==> src/rtl/ir_ac_dc_extractor_if.sv <==
// Sample-in / result-out bundle between the IR FIR stage, the AC/DC extractor and the SpO2 ratio stage.
`default_nettype none

interface ir_ac_dc_extractor_if #(
  parameter int DW = 20
);
  logic          sample_valid;
  logic [DW-1:0] ir_filtered;
  logic          restart;
  logic          result_ready;
  logic          result_valid;
  logic [DW-1:0] ac_out;
  logic [DW-1:0] dc_out;
  logic          overrun;

  modport slave (
    input  sample_valid, ir_filtered, restart, result_ready,
    output result_valid, ac_out, dc_out, overrun
  );

  modport master (
    output sample_valid, ir_filtered, restart, result_ready,
    input  result_valid, ac_out, dc_out, overrun
  );
endinterface

`default_nettype wire

==> src/rtl/ir_ac_dc_extractor.sv <==
// Splits each WIN_LEN-sample window of filtered IR into AC (max-min) and DC (mean) after a settle period.
`default_nettype none

module ir_ac_dc_extractor #(
  parameter int DW             = 20,
  parameter int LOG2_WIN       = 8,
  parameter int WIN_LEN        = 256,
  parameter int SETTLE_SAMPLES = 22
) (
  input  logic                  CLK_Filter,
  input  logic                  rst_n,
  ir_ac_dc_extractor_if.slave   bus
);

  localparam int SUMW = DW + LOG2_WIN;
  localparam int SW   = (SETTLE_SAMPLES > 1) ? $clog2(SETTLE_SAMPLES) : 1;
  localparam logic [SW-1:0]       SETTLE_LAST = SW'((SETTLE_SAMPLES > 0) ? SETTLE_SAMPLES - 1 : 0);
  localparam logic [LOG2_WIN-1:0] WIN_LAST    = LOG2_WIN'(WIN_LEN - 1);

  typedef enum logic [0:0] {
    SETTLE = 1'b0,
    ACCUM  = 1'b1
  } state_t;

  // With no settle period both reset and restart land straight in ACCUM.
  localparam state_t ENTRY_STATE = (SETTLE_SAMPLES == 0) ? ACCUM : SETTLE;

  state_t              state, state_nxt;
  logic [SW-1:0]       settle_cnt;
  logic [LOG2_WIN-1:0] win_idx;
  logic [DW-1:0]       max_q, min_q;
  logic [SUMW-1:0]     sum_q;
  logic                valid_q, overrun_q;
  logic [DW-1:0]       ac_q, dc_q;

  logic                accum_step, settle_step, win_load;
  logic [DW-1:0]       max_nxt, min_nxt;
  logic [SUMW-1:0]     sum_nxt;

  always_comb begin
    state_nxt   = state;
    settle_step = 1'b0;
    accum_step  = 1'b0;
    if (bus.restart) begin
      state_nxt = ENTRY_STATE;
    end else if (bus.sample_valid) begin
      case (state)
        SETTLE: begin
          settle_step = 1'b1;
          if (settle_cnt == SETTLE_LAST) state_nxt = ACCUM;
        end
        ACCUM: accum_step = 1'b1;
        default: state_nxt = ENTRY_STATE;
      endcase
    end
  end

  always_comb begin
    max_nxt = max_q;
    min_nxt = min_q;
    sum_nxt = sum_q + SUMW'(bus.ir_filtered);
    if (win_idx == '0) begin
      max_nxt = bus.ir_filtered;
      min_nxt = bus.ir_filtered;
      sum_nxt = SUMW'(bus.ir_filtered);
    end else begin
      if (bus.ir_filtered > max_q) max_nxt = bus.ir_filtered;
      if (bus.ir_filtered < min_q) min_nxt = bus.ir_filtered;
    end
  end

  assign win_load = accum_step && (win_idx == WIN_LAST);

  always_ff @(posedge CLK_Filter or negedge rst_n) begin
    if (!rst_n) begin
      state      <= ENTRY_STATE;
      settle_cnt <= '0;
      win_idx    <= '0;
      max_q      <= '0;
      min_q      <= '0;
      sum_q      <= '0;
    end else begin
      state <= state_nxt;
      if (bus.restart) begin
        settle_cnt <= '0;
        win_idx    <= '0;
      end else if (settle_step) begin
        settle_cnt <= (settle_cnt == SETTLE_LAST) ? '0 : settle_cnt + 1'b1;
      end else if (accum_step) begin
        win_idx <= win_idx + 1'b1;
        max_q   <= max_nxt;
        min_q   <= min_nxt;
        sum_q   <= sum_nxt;
      end
    end
  end

  // A new result always wins; it is only an overrun if the old one was not taken on this edge.
  always_ff @(posedge CLK_Filter or negedge rst_n) begin
    if (!rst_n) begin
      valid_q   <= 1'b0;
      overrun_q <= 1'b0;
      ac_q      <= '0;
      dc_q      <= '0;
    end else if (win_load) begin
      valid_q <= 1'b1;
      ac_q    <= max_nxt - min_nxt;
      dc_q    <= sum_nxt[SUMW-1:LOG2_WIN];
      if (valid_q && !bus.result_ready) overrun_q <= 1'b1;
    end else if (valid_q && bus.result_ready) begin
      valid_q <= 1'b0;
    end
  end

  assign bus.result_valid = valid_q;
  assign bus.ac_out       = ac_q;
  assign bus.dc_out       = dc_q;
  assign bus.overrun      = overrun_q;

endmodule

`default_nettype wire
==> src/flat_wrapper.sv <==
// flat-port wrapper written by rule: the top's interface ports become plain ports
module ir_ac_dc_extractor_flat 
#(
  parameter int DW             = 20,
  parameter int LOG2_WIN       = 8,
  parameter int WIN_LEN        = 256,
  parameter int SETTLE_SAMPLES = 22
)
  (CLK_Filter, rst_n, bus_sample_valid, bus_ir_filtered, bus_restart, bus_result_ready, bus_result_valid, bus_ac_out, bus_dc_out, bus_overrun);
  ir_ac_dc_extractor_if #(.DW(DW)) bus_i ();
  input  logic CLK_Filter;
  input  logic rst_n;
  input wire logic [$bits(bus_i.sample_valid)-1:0] bus_sample_valid;
  input wire logic [$bits(bus_i.ir_filtered)-1:0] bus_ir_filtered;
  input wire logic [$bits(bus_i.restart)-1:0] bus_restart;
  input wire logic [$bits(bus_i.result_ready)-1:0] bus_result_ready;
  output wire logic [$bits(bus_i.result_valid)-1:0] bus_result_valid;
  output wire logic [$bits(bus_i.ac_out)-1:0] bus_ac_out;
  output wire logic [$bits(bus_i.dc_out)-1:0] bus_dc_out;
  output wire logic [$bits(bus_i.overrun)-1:0] bus_overrun;
  assign bus_i.sample_valid = bus_sample_valid;
  assign bus_i.ir_filtered = bus_ir_filtered;
  assign bus_i.restart = bus_restart;
  assign bus_i.result_ready = bus_result_ready;
  assign bus_result_valid = bus_i.result_valid;
  assign bus_ac_out = bus_i.ac_out;
  assign bus_dc_out = bus_i.dc_out;
  assign bus_overrun = bus_i.overrun;
  ir_ac_dc_extractor #(.DW(DW), .LOG2_WIN(LOG2_WIN), .WIN_LEN(WIN_LEN), .SETTLE_SAMPLES(SETTLE_SAMPLES)) u_core (.CLK_Filter(CLK_Filter), .rst_n(rst_n), .bus(bus_i));
endmodule
==> config.mk <==
export PLATFORM = sky130hd
export DESIGN_NAME = ir_ac_dc_extractor_flat
export DESIGN_NICKNAME = d
export VERILOG_FILES = /design/src/rtl/ir_ac_dc_extractor_if.sv /design/src/rtl/ir_ac_dc_extractor.sv /design/src/flat_wrapper.sv
export SDC_FILE = /design/constraint.sdc
export NUM_CORES = 1
export LEC_CHECK = 0
export ABC_AREA = 0
export ABC_CLOCK_PERIOD_IN_PS = 7000
export CORE_ASPECT_RATIO = 1.1
export CORE_MARGIN = 2
export CORE_UTILIZATION = 30
export DETAILED_ROUTE_END_ITERATION = 10
export HOLD_SLACK_MARGIN = 0.06
export PLACE_DENSITY = 0.46
export SYNTH_ARGS = -nofsm -noshare
export SYNTH_HDL_FRONTEND = slang
export SYNTH_SLANG_ARGS = --single-unit
==> constraint.sdc <==
create_clock -name CLK_Filter -period 7 [get_ports CLK_Filter]
set_input_delay 1.4 -clock CLK_Filter [delete_from_list [all_inputs] [get_ports CLK_Filter]]
set_output_delay 1.4 -clock CLK_Filter [all_outputs]
set_load 0.02 [all_outputs]
==> results.sh, run 1 <==
export IMPL_status="completed"
export IMPL_synthMuxAreaShare=0.0377
export IMPL_synth_avg_cell_area_sq_um=8.56
export IMPL_worst_pin_slew_ns=0.823
export IMPL_synth_top_area_share=0.358
export IMPL_fin_tns_setup_ns=0
export IMPL_die_y_microns=182
export IMPL_cp_arrival_ns=6.64
export IMPL_dr_first_iter_drc_count=404
export IMPL_slowest_delay_ns=0.58
export IMPL_syn_inst=1012
export IMPL_worstSetupEndpointType="register"
export IMPL_slew_headroom=0.449
export IMPL_synth_edf_count=0
export IMPL_synth_compound_area_frac=0.216
export IMPL_hold_class="register to register"
export IMPL_cp_required_ns=7.31
export IMPL_rsz0062_at_grt="false"
export IMPL_cts_sinks=124
export IMPL_fmax_ghz=0.158
export IMPL_timing_rr_start="u_core.max_q[15]"
export IMPL_critPathLaunch="bus_ir_filtered[18]"
export IMPL_stdcell_count=1467
export IMPL_switchingPower_uw=487
export IMPL_hold_viol=0
export IMPL_async_flop_share=1.00
export IMPL_switching_share=0.258
export IMPL_root_buffer="clkbuf_16"
export IMPL_cp_slowest_cell="or4_4"
export IMPL_dieArea_sq_um=30300
export IMPL_hold_buffers=0
export IMPL_area_delta_synth_final_pct=21.1
export IMPL_clkTransAtPathRegs_ns=0.06
export IMPL_setup_ws_ns=0.677
export IMPL_ir_drop_mv=0.120
export IMPL_p_clk_frac=0.504
export IMPL_ys_seq_area_frac=0.358
export IMPL_place_congestion=0.819
export IMPL_antenna_found_initial=0
export IMPL_synth_top_family_by_area="compound AO/OA/AOI/OAI gates"
export IMPL_ios=67
export IMPL_postCtsSetupBuffers=0
export IMPL_hold_start="u_core.bus.dc_out[5]"
export IMPL_synth_nets=1116
export IMPL_syn_area_sq_um=8670
export IMPL_start_util=0.304
export IMPL_fin_util=0.368
export IMPL_finalSetupViolations=0
export IMPL_synth_fa_ha_area_frac=0.117
export IMPL_min_period_over_period=0.903
export IMPL_htreeDepth=4
export IMPL_synth_main_ff_cell="dfrtp_1"
export IMPL_synthDistinctLibCells=80
export IMPL_numCtsBuffers=17
export IMPL_powerDensity_nw_per_um2=180
export IMPL_post_place_cells=1435
export IMPL_maxSlewViolCount=0
export IMPL_dp_slack_ns=0.251
export IMPL_io_buffers=66
export IMPL_yosys_area_share_simple=0.169
export IMPL_power_leakage_uw=0.00469
export IMPL_layout_drive_gt1_share=0.0919
export IMPL_critPathBufInv=1
export IMPL_skew_ns=0.0177
export IMPL_hpwl_microns=18400
export IMPL_p_seq_frac=0.381
export IMPL_grt_usage=0.169
export IMPL_grt_max_degree=74
export IMPL_finalWirelength_microns=24800
export IMPL_fin_nets=1190
export IMPL_firstDrtPassIters=5
export IMPL_ys_warn_count=0
export IMPL_p_comb_frac=0.115
export IMPL_core_area_sq_um=28500
export IMPL_wl_per_cell_microns=16.9
export IMPL_internal_power_uw=1400
export IMPL_critPathMaxFanout=22
export IMPL_synth_xor_area_share=0.0534
export IMPL_finalPower_uw=1890
export IMPL_cts_tree="done"
export IMPL_critPathTopFamily="simple AND/OR/NAND/NOR gates"
export IMPL_drc=0
export IMPL_diodes=0
export IMPL_worstSkewPairLatency_ns=0.43
export IMPL_yosys_top_cells_area="dfrtp_1 36%, ha_1 11%, o21ai_0 7.3%, nand2_1 6.9%, a21oi_1 4.1%"
export IMPL_start_kind="input port"
export IMPL_ctsResizeCount=0
export IMPL_die_w_microns=166
export IMPL_drt_antenna_violating_nets=0
export IMPL_grt_pass1_wl_microns=40700
export IMPL_crit_chain="clkdlybuf4s50_1 -> ha_1 -> and4_1 -> nand4_1 -> or4_4 -> nor2_4 -> a31o_4 -> nand2_1 -> o21ai_0 -> ha_1 -> a21oi_1 -> and3_1 -> a21oi_1 -> and3_1 -> nor4_4 -> o21ai_2 -> a31o_4 -> a2111oi_4 -> nor2_1 -> xor2_1 -> mux2_2"
export IMPL_overflow=0
export IMPL_vias=7415
export IMPL_yosys_area_top_type="dfrtp_1"
export IMPL_period_needed_ns=6.32
export IMPL_ys_ff_latch=124
export IMPL_via_per_inst=5.05
export IMPL_cts_buffer_depth=2
export IMPL_cap_violations=0
export IMPL_crit_type="input port to register"
export IMPL_rows=65
export IMPL_first_global_vias=7271
[registers in the layout, summed over array words and instances (netlist names), named ones only]
signal                   count
u_core.bus.result_valid      1
u_core.max_q                18
u_core.min_q                20
u_core.bus.overrun           1
u_core.settle_cnt            5
u_core.sum_q                28
u_core.bus.dc_out           20
u_core.bus.ac_out           20
u_core.state                 1
u_core.win_idx               8
[layout make-up]
| cell class | count | area, sq um |
|---|---|---|
| Multi-Input combinational cell | 778 | 5140 |
| Fill cell | 2916 | 18000 |
| Sequential cell | 124 | 3100 |
| Timing Repair Buffer | 101 | 925 |
| Clock buffer | 20 | 467 |
| Inverter | 64 | 240 |
| Tap cell | 368 | 460 |
| Clock inverter | 12 | 161 |
[Yosys cell counts (14+ instances only)]
master / instances
a21oi_1: 71
inv_1: 64
dfrtp_1: 124
nor2_1: 52
nand2_1: 159
ha_1: 77
xor2_1: 26
mux2i_1: 21
a21o_1: 14
o21ai_0: 126
nand3_1: 25
xnor2_1: 25
clkbuf_1: 38
[path summary, 6_finish.rpt]
| path | end | slack, ns | depth (start not counted) |
|---|---|---|---|
| worst min register to register | u_core.bus.dc_out[5] | 0.47 | 2 |
| min in group asynchronous | u_core.bus.ac_out[18] | 1.00 | 1 |
| max in group asynchronous | u_core.sum_q[8] | 4.78 | 2 |
| worst max register to register | u_core.bus.ac_out[15] | 1.82 | 21 |
| worst min-delay path | u_core.bus.dc_out[5] | 0.47 | 2 |
| worst max-delay path | u_core.bus.ac_out[15] | 0.68 | 21 |
[stage by stage]
step / instance area (sq um) / hold slack, ns
6_report: 10500 / 0.473
5_1_grt: 10500 / 0.498
4_1_cts: 10500 / 0.480
3_5_place_dp: 9870 / 0.466
3_3_place_gp: 9870 / 0.462
2_1_floorplan: 8670 / 0.450
[cell usage in the layout, fill, tap and decap left out, drive strengths merged, types with 6 or more instances in the layout]
cell type / netlist / routed
xnor2: 25 / 25
mux2i: 22 / 22
buf: 8 / 36
a21o: 14 / 14
o21ai: 134 / 134
clkdlybuf4s50: 0 / 65
inv: 64 / 65
o211ai: 8 / 8
nand3: 25 / 25
o21bai: 6 / 6
ha: 77 / 77
nor2b: 6 / 6
a211oi: 9 / 9
nand2: 159 / 159
mux2: 8 / 8
a31oi: 10 / 10
nand4: 12 / 12
clkbuf: 38 / 20
nor3: 12 / 12
and3: 11 / 11
a21oi: 73 / 73
o31ai: 7 / 7
xor2: 27 / 27
nor2: 54 / 54
dfrtp: 124 / 124
nand2b: 7 / 7
[power by group through the flow]
stage          logic, uW  clock network [uW]  registers [uW]
6_report             217                 950             719
5_1_grt              245                1010             718
4_1_cts              220                 974             718
2_1_floorplan        128                   0             732
3_5_place_dp         218                   0             732
3_3_place_gp         218                   0             732
[per-layer routing]
layer,part of all wire,vias to the layer above,GRT usage
met1,0.51,3536,0.241
met3,0.029,20,0.0249
li1,-,3741,-
met5,0,-,0
met2,0.45,118,0.266
met4,0.014,0,0.0470
[worst reg2reg max path, cell delays in order, from the launching register on]
cell and delay (ns):
dfrtp_1 0.36, inv_1 0.12, ha_1 0.26, and2_1 0.18, a221o_1 0.30, a221oi_1 0.32
and2b_1 0.24, a31o_4 0.36, nand2_1 0.09, o21ai_0 0.15, ha_1 0.30, a21oi_1 0.31
and3_1 0.23, a21oi_1 0.07, and3_1 0.21, nor4_4 0.32, o21ai_2 0.13, a31o_4 0.28
a2111oi_4 0.34, nor2_1 0.09, xor2_1 0.14, mux2_2 0.26
[cells by family (layout without fill, tap and decap cells)]
group / Yosys count / in the layout
flops: 124 / 124
mux: 30 / 30
compound gates: 301 / 301
buf+inv: 110 / 197
fa+ha+maj: 80 / 80
simple gates: 315 / 315
xor+xnor: 52 / 52
Note: power is estimated with default switching activity, not from simulation.
==> run 2, diff against run 1 <==
CORE_UTILIZATION = 37   (was 30)
HOLD_SLACK_MARGIN = default   (was 0.06)
PLACE_DENSITY = 0.54   (was 0.46)
==> results.sh, run 2 (synthesis results as in run 1) <==
export IMPL_fin_nets=1189
export IMPL_numCtsBuffers=17
export IMPL_maxSlewViolCount=0
export IMPL_drt_antenna_violating_nets=0
export IMPL_placed_cell_area_sq_um=9780
export IMPL_io_buffers=66
export IMPL_grt_pass1_wl_microns=38100
export IMPL_timing_rr_start="u_core.max_q[14]"
export IMPL_final_common_cell="nand2_1"
export IMPL_layout_common_cells="159 x nand2_1, 126 x o21ai_0, 124 x dfrtp_1"
export IMPL_cts_tree="done"
export IMPL_slew_headroom=0.420
export IMPL_antenna_found_initial=0
export IMPL_skew_ns=0.00991
export IMPL_finalPower_uw=1890
export IMPL_finalSetupViolations=0
export IMPL_cap_violations=0
export IMPL_diodes=0
export IMPL_top_register="u_core.sum_q"
export IMPL_start_util=0.378
export IMPL_hold_class="register to register"
export IMPL_stdcell_count=1397
export IMPL_via_per_inst=5.31
export IMPL_grt_max_degree=77
export IMPL_cp_arrival_ns=6.53
export IMPL_crit_chain="clkdlybuf4s50_1 -> ha_1 -> and4_1 -> nand4_1 -> or4_4 -> nor2_4 -> a31o_4 -> mux2i_1 -> ha_1 -> inv_1 -> fa_1 -> nor2_1 -> o21ai_0 -> o2111ai_1 -> a41oi_1 -> nor2b_1 -> a311oi_1 -> o21bai_1 -> o21ai_1 -> mux2i_1 -> o211ai_1"
export IMPL_fin_tns_setup_ns=0
export IMPL_largest_reg_flops=28
export IMPL_ir_drop_mv=0.161
export IMPL_critPathMaxFanout=13
export IMPL_vias=7421
export IMPL_critPathBufInv=2
export IMPL_dr_first_iter_drc_count=347
export IMPL_r2r_setup_slack_ns=1.97
export IMPL_cp_required_ns=7.29
export IMPL_final_cell_area_sq_um=10400
export IMPL_hold_end="u_core.bus.overrun"
export IMPL_finalWirelength_microns=23700
export IMPL_drc=0
export IMPL_cts_buffer_depth=2
export IMPL_rows=58
export IMPL_worstRegToRegCells=21
export IMPL_critPathTopFamily="compound AO/OA/AOI/OAI gates"
export IMPL_postCtsSetupBuffers=0
export IMPL_wl_per_cell_microns=17.0
export IMPL_hpwl_microns=17300
export IMPL_overflow=0
export IMPL_worst_pin_slew_ns=0.866
export IMPL_htreeDepth=4
export IMPL_first_global_vias=7221
export IMPL_holdWs_ns=0.467
export IMPL_cp_slowest_cell="clkdlybuf4s50_1"
export IMPL_period_needed_ns=6.23
export IMPL_ios=67
export IMPL_root_buffer="clkbuf_16"
export IMPL_hold_buffers=0
export IMPL_crit_type="input port to register"
export IMPL_r2r_end="u_core.bus.ac_out[18]"
export IMPL_grt_usage=0.199
export IMPL_powerDensity_nw_per_um2=182
export IMPL_core_area_sq_um=22900
export IMPL_hold_viol=0
export IMPL_firstDrtPassIters=5
export IMPL_layout_drive_gt1_share=0.0902
export IMPL_clkTransAtPathRegs_ns=0.06
export IMPL_slowest_delay_ns=0.58
export IMPL_hold_start="u_core.bus.overrun"
export IMPL_worstSkewPairLatency_ns=0.42
export IMPL_worstSetupEndpointType="register"
export IMPL_die_w_microns=150
export IMPL_start_kind="input port"
export IMPL_critPathLaunch="bus_ir_filtered[17]"
export IMPL_ctsResizeCount=0
export IMPL_holdPathStages=1
export IMPL_status="completed"
export IMPL_die_y_microns=165
export IMPL_cts_sinks=124
export IMPL_area_delta_synth_final_pct=20.1
export IMPL_power_leakage_uw=0.00468
export IMPL_post_place_cells=1366
export IMPL_place_congestion=0.827
export IMPL_fmax_ghz=0.160
export IMPL_rsz0062_at_grt="false"
export IMPL_dieArea_sq_um=24700
export IMPL_min_period_over_period=0.890
## run 2: per-layer routing
| layer | part of all wire | vias up | wire length (microns) | global-route usage |
|---|---|---|---|---|
| met5 | 0 | - | 0 | 0 |
| met4 | 0.016 | 0 | 375 | 0.0587 |
| met3 | 0.034 | 26 | 802 | 0.0343 |
| met2 | 0.46 | 140 | 10900 | 0.319 |
| met1 | 0.49 | 3530 | 11600 | 0.277 |
| li1 | - | 3725 | - | - |
## run 2: worst max path at each step
stage / cells past startpoint / slack [ns] / to
after floorplan: 21 / 0.75 / u_core.bus.ac_out[11]
after global placement: 21 / 0.42 / u_core.bus.ac_out[18]
after detailed placement: 21 / 0.31 / u_core.bus.ac_out[18]
after CTS: 21 / 0.75 / u_core.bus.ac_out[18]
after global routing: 21 / 0.40 / u_core.bus.ac_out[18]
final: 21 / 0.77 / u_core.bus.ac_out[18]
## run 2: area by class of cell
type / instances / area, sq um
inverters: 64 / 240
repair buffers: 100 / 917
clock buffers: 18 / 439
clock inverters: 13 / 191
well taps: 300 / 375
fillers: 2318 / 12500
multi-input cells: 778 / 5140
flip-flops and latches: 124 / 3100
## run 2: report_power, final
part | switching (uW) | internal [uW] | total, uW
clock network | 352 | 606 | 958
registers | 1.00 | 718 | 719
logic | 126 | 88.2 | 215
total | 479 | 1410 | 1890
## run 2: per-stage QoR
step / setup slack [ns] / utilization
final: 0.768 / 0.454
after global routing: 0.403 / 0.454
after CTS: 0.746 / 0.454
after detailed placement: 0.310 / 0.426
after global placement: 0.416 / 0.426
after floorplan: 0.755 / -
==> run 3, diff against run 2 <==
CORE_MARGIN = 4   (was 2)
==> results.sh, run 3 (synthesis results as in run 1) <==
export IMPL_status="completed"
export IMPL_ios=67
export IMPL_worstSetupEndpointType="register"
export IMPL_first_global_vias=7195
export IMPL_final_common_cell="nand2_1"
export IMPL_cts_tree="done"
export IMPL_maxSlewViolCount=0
export IMPL_htreeDepth=4
export IMPL_grt_max_degree=77
export IMPL_fin_tns_setup_ns=0
export IMPL_area_delta_synth_final_pct=19.4
export IMPL_cts_sinks=124
export IMPL_firstDrtPassIters=5
export IMPL_drc=0
export IMPL_finalPower_uw=1860
export IMPL_clkTransAtPathRegs_ns=0.06
export IMPL_hold_viol=0
export IMPL_placed_cell_area_sq_um=9750
export IMPL_layout_common_cells="159 x nand2_1, 126 x o21ai_0, 124 x dfrtp_1"
export IMPL_rsz0062_at_grt="false"
export IMPL_dieArea_sq_um=25900
export IMPL_antenna_found_initial=0
export IMPL_min_period_over_period=0.885
export IMPL_grt_pass1_wl_microns=38500
export IMPL_cp_required_ns=7.35
export IMPL_grt_usage=0.184
export IMPL_top_register="u_core.sum_q"
export IMPL_powerDensity_nw_per_um2=180
export IMPL_dr_first_iter_drc_count=369
export IMPL_via_per_inst=5.25
export IMPL_fillers=2310
export IMPL_multi_input_area_sq_um=5140
export IMPL_rows=58
export IMPL_fin_util=0.451
export IMPL_place_congestion=0.860
export IMPL_start_kind="input port"
export IMPL_critPathMaxFanout=7
export IMPL_switching_share=0.244
export IMPL_die_y_microns=169
export IMPL_switchingPower_uw=454
export IMPL_p_comb_frac=0.112
export IMPL_worstSkewPairLatency_ns=0.42
export IMPL_finalWirelength_microns=23000
export IMPL_core_area_sq_um=22900
export IMPL_p_seq_frac=0.386
export IMPL_wl_per_cell_microns=16.5
export IMPL_diodes=0
export IMPL_hold_buffers=0
export IMPL_cts_buffer_depth=2
export IMPL_crit_type="input port to register"
export IMPL_skew_ns=0.0121
export IMPL_postCtsSetupBuffers=0
export IMPL_fin_nets=1185
export IMPL_ctsResizeCount=0
export IMPL_stdcell_count=1393
export IMPL_finalSetupViolations=0
export IMPL_largest_reg_flops=28
export IMPL_numCtsBuffers=17
export IMPL_p_clk_frac=0.501
export IMPL_hold_class="register to register"
export IMPL_fmax_ghz=0.161
export IMPL_vias=7311
export IMPL_root_buffer="clkbuf_16"
export IMPL_cap_violations=0
export IMPL_power_leakage_uw=0.00466
export IMPL_start_util=0.378
export IMPL_internal_power_uw=1410
export IMPL_worst_pin_slew_ns=0.965
export IMPL_cp_arrival_ns=6.55
export IMPL_final_cell_area_sq_um=10300
export IMPL_die_w_microns=154
export IMPL_overflow=0
export IMPL_regArea_sq_um=3100
export IMPL_layout_drive_gt1_share=0.0814
export IMPL_ir_drop_mv=0.155
export IMPL_period_needed_ns=6.19
export IMPL_hpwl_microns=17100
export IMPL_drt_antenna_violating_nets=0
export IMPL_slew_headroom=0.356
export IMPL_post_place_cells=1362
export IMPL_io_buffers=66
==> run 3: cell count changes in the layout (fill, tap and decap cells not counted), sizes merged <==
cell,before,now
clkinv,4,3
inv,66,64
buf,35,31
clkbuf,18,24
clkinvlp,3,0
==> run 3: power groups by stage <==
stage / logic [uW] / registers (uW) / clock network (uW)
final: 209 / 719 / 933
after global routing: 235 / 719 / 983
after CTS: 211 / 719 / 955
after detailed placement: 210 / 732 / 0
after global placement: 210 / 732 / 0
after floorplan: 128 / 732 / 0
==> run 3: per-layer routing <==
metal / wire [microns] / GRT usage / vias up
met3: 856 / 0.0304 / 16
li1: - / - / 3726
met4: 242 / 0.0407 / 0
met2: 10600 / 0.296 / 137
met1: 11400 / 0.263 / 3432
met5: 0 / 0 / -
==> run 3: critical path: stages <==
cell and delay (ns):
clkdlybuf4s50_1 0.65, ha_1 0.30, a21o_1 0.16, a221o_1 0.31, a221oi_1 0.33, and2b_1 0.26
a31o_4 0.20, nand2_1 0.05, o21ai_0 0.14, ha_1 0.30, a21oi_1 0.33, and3_1 0.23
a22oi_1 0.07, and3_1 0.21, nor4_4 0.31, o21ai_2 0.13, a31o_4 0.29, o21a_1 0.19
o22a_1 0.19, or4_1 0.39, nand3_1 0.09
==> run 3: through the flow <==
| step | hold WS, ns | setup WS (ns) |
|---|---|---|
| CTS | 0.476 | 0.791 |
| detailed placement | 0.461 | 0.354 |
| global placement | 0.459 | 0.462 |
| finish | 0.471 | 0.806 |
| floorplan | 0.450 | 0.755 |
| global route | 0.505 | 0.538 |
==> run 3: path summary, 6_finish.rpt <==
kind / start / endpoint / slack [ns] / cells past startpoint
max: bus_ir_filtered[13] / u_core.bus.ac_out[11] / 0.81 / 21
min: u_core.bus.dc_out[5] / u_core.bus.dc_out[5] / 0.47 / 2
max reg2reg: u_core.min_q[19] / u_core.bus.ac_out[11] / 1.98 / 20
min reg2reg: u_core.bus.dc_out[5] / u_core.bus.dc_out[5] / 0.47 / 2
max in group asynchronous: rst_n / u_core.bus.dc_out[9] / 4.78 / 2
min in group asynchronous: rst_n / u_core.min_q[4] / 0.97 / 1
==> run 3: layout make-up <==
| cell class | count | share of cell area |
|---|---|---|
| Clock buffer | 24 | 0.0446 |
| Tap cell | 300 | 0.0363 |
| Multi-Input combinational cell | 778 | 0.497 |
| Inverter | 64 | 0.0232 |
| Clock inverter | 7 | 0.0134 |
| Sequential cell | 124 | 0.300 |
| Timing Repair Buffer | 96 | 0.0857 |
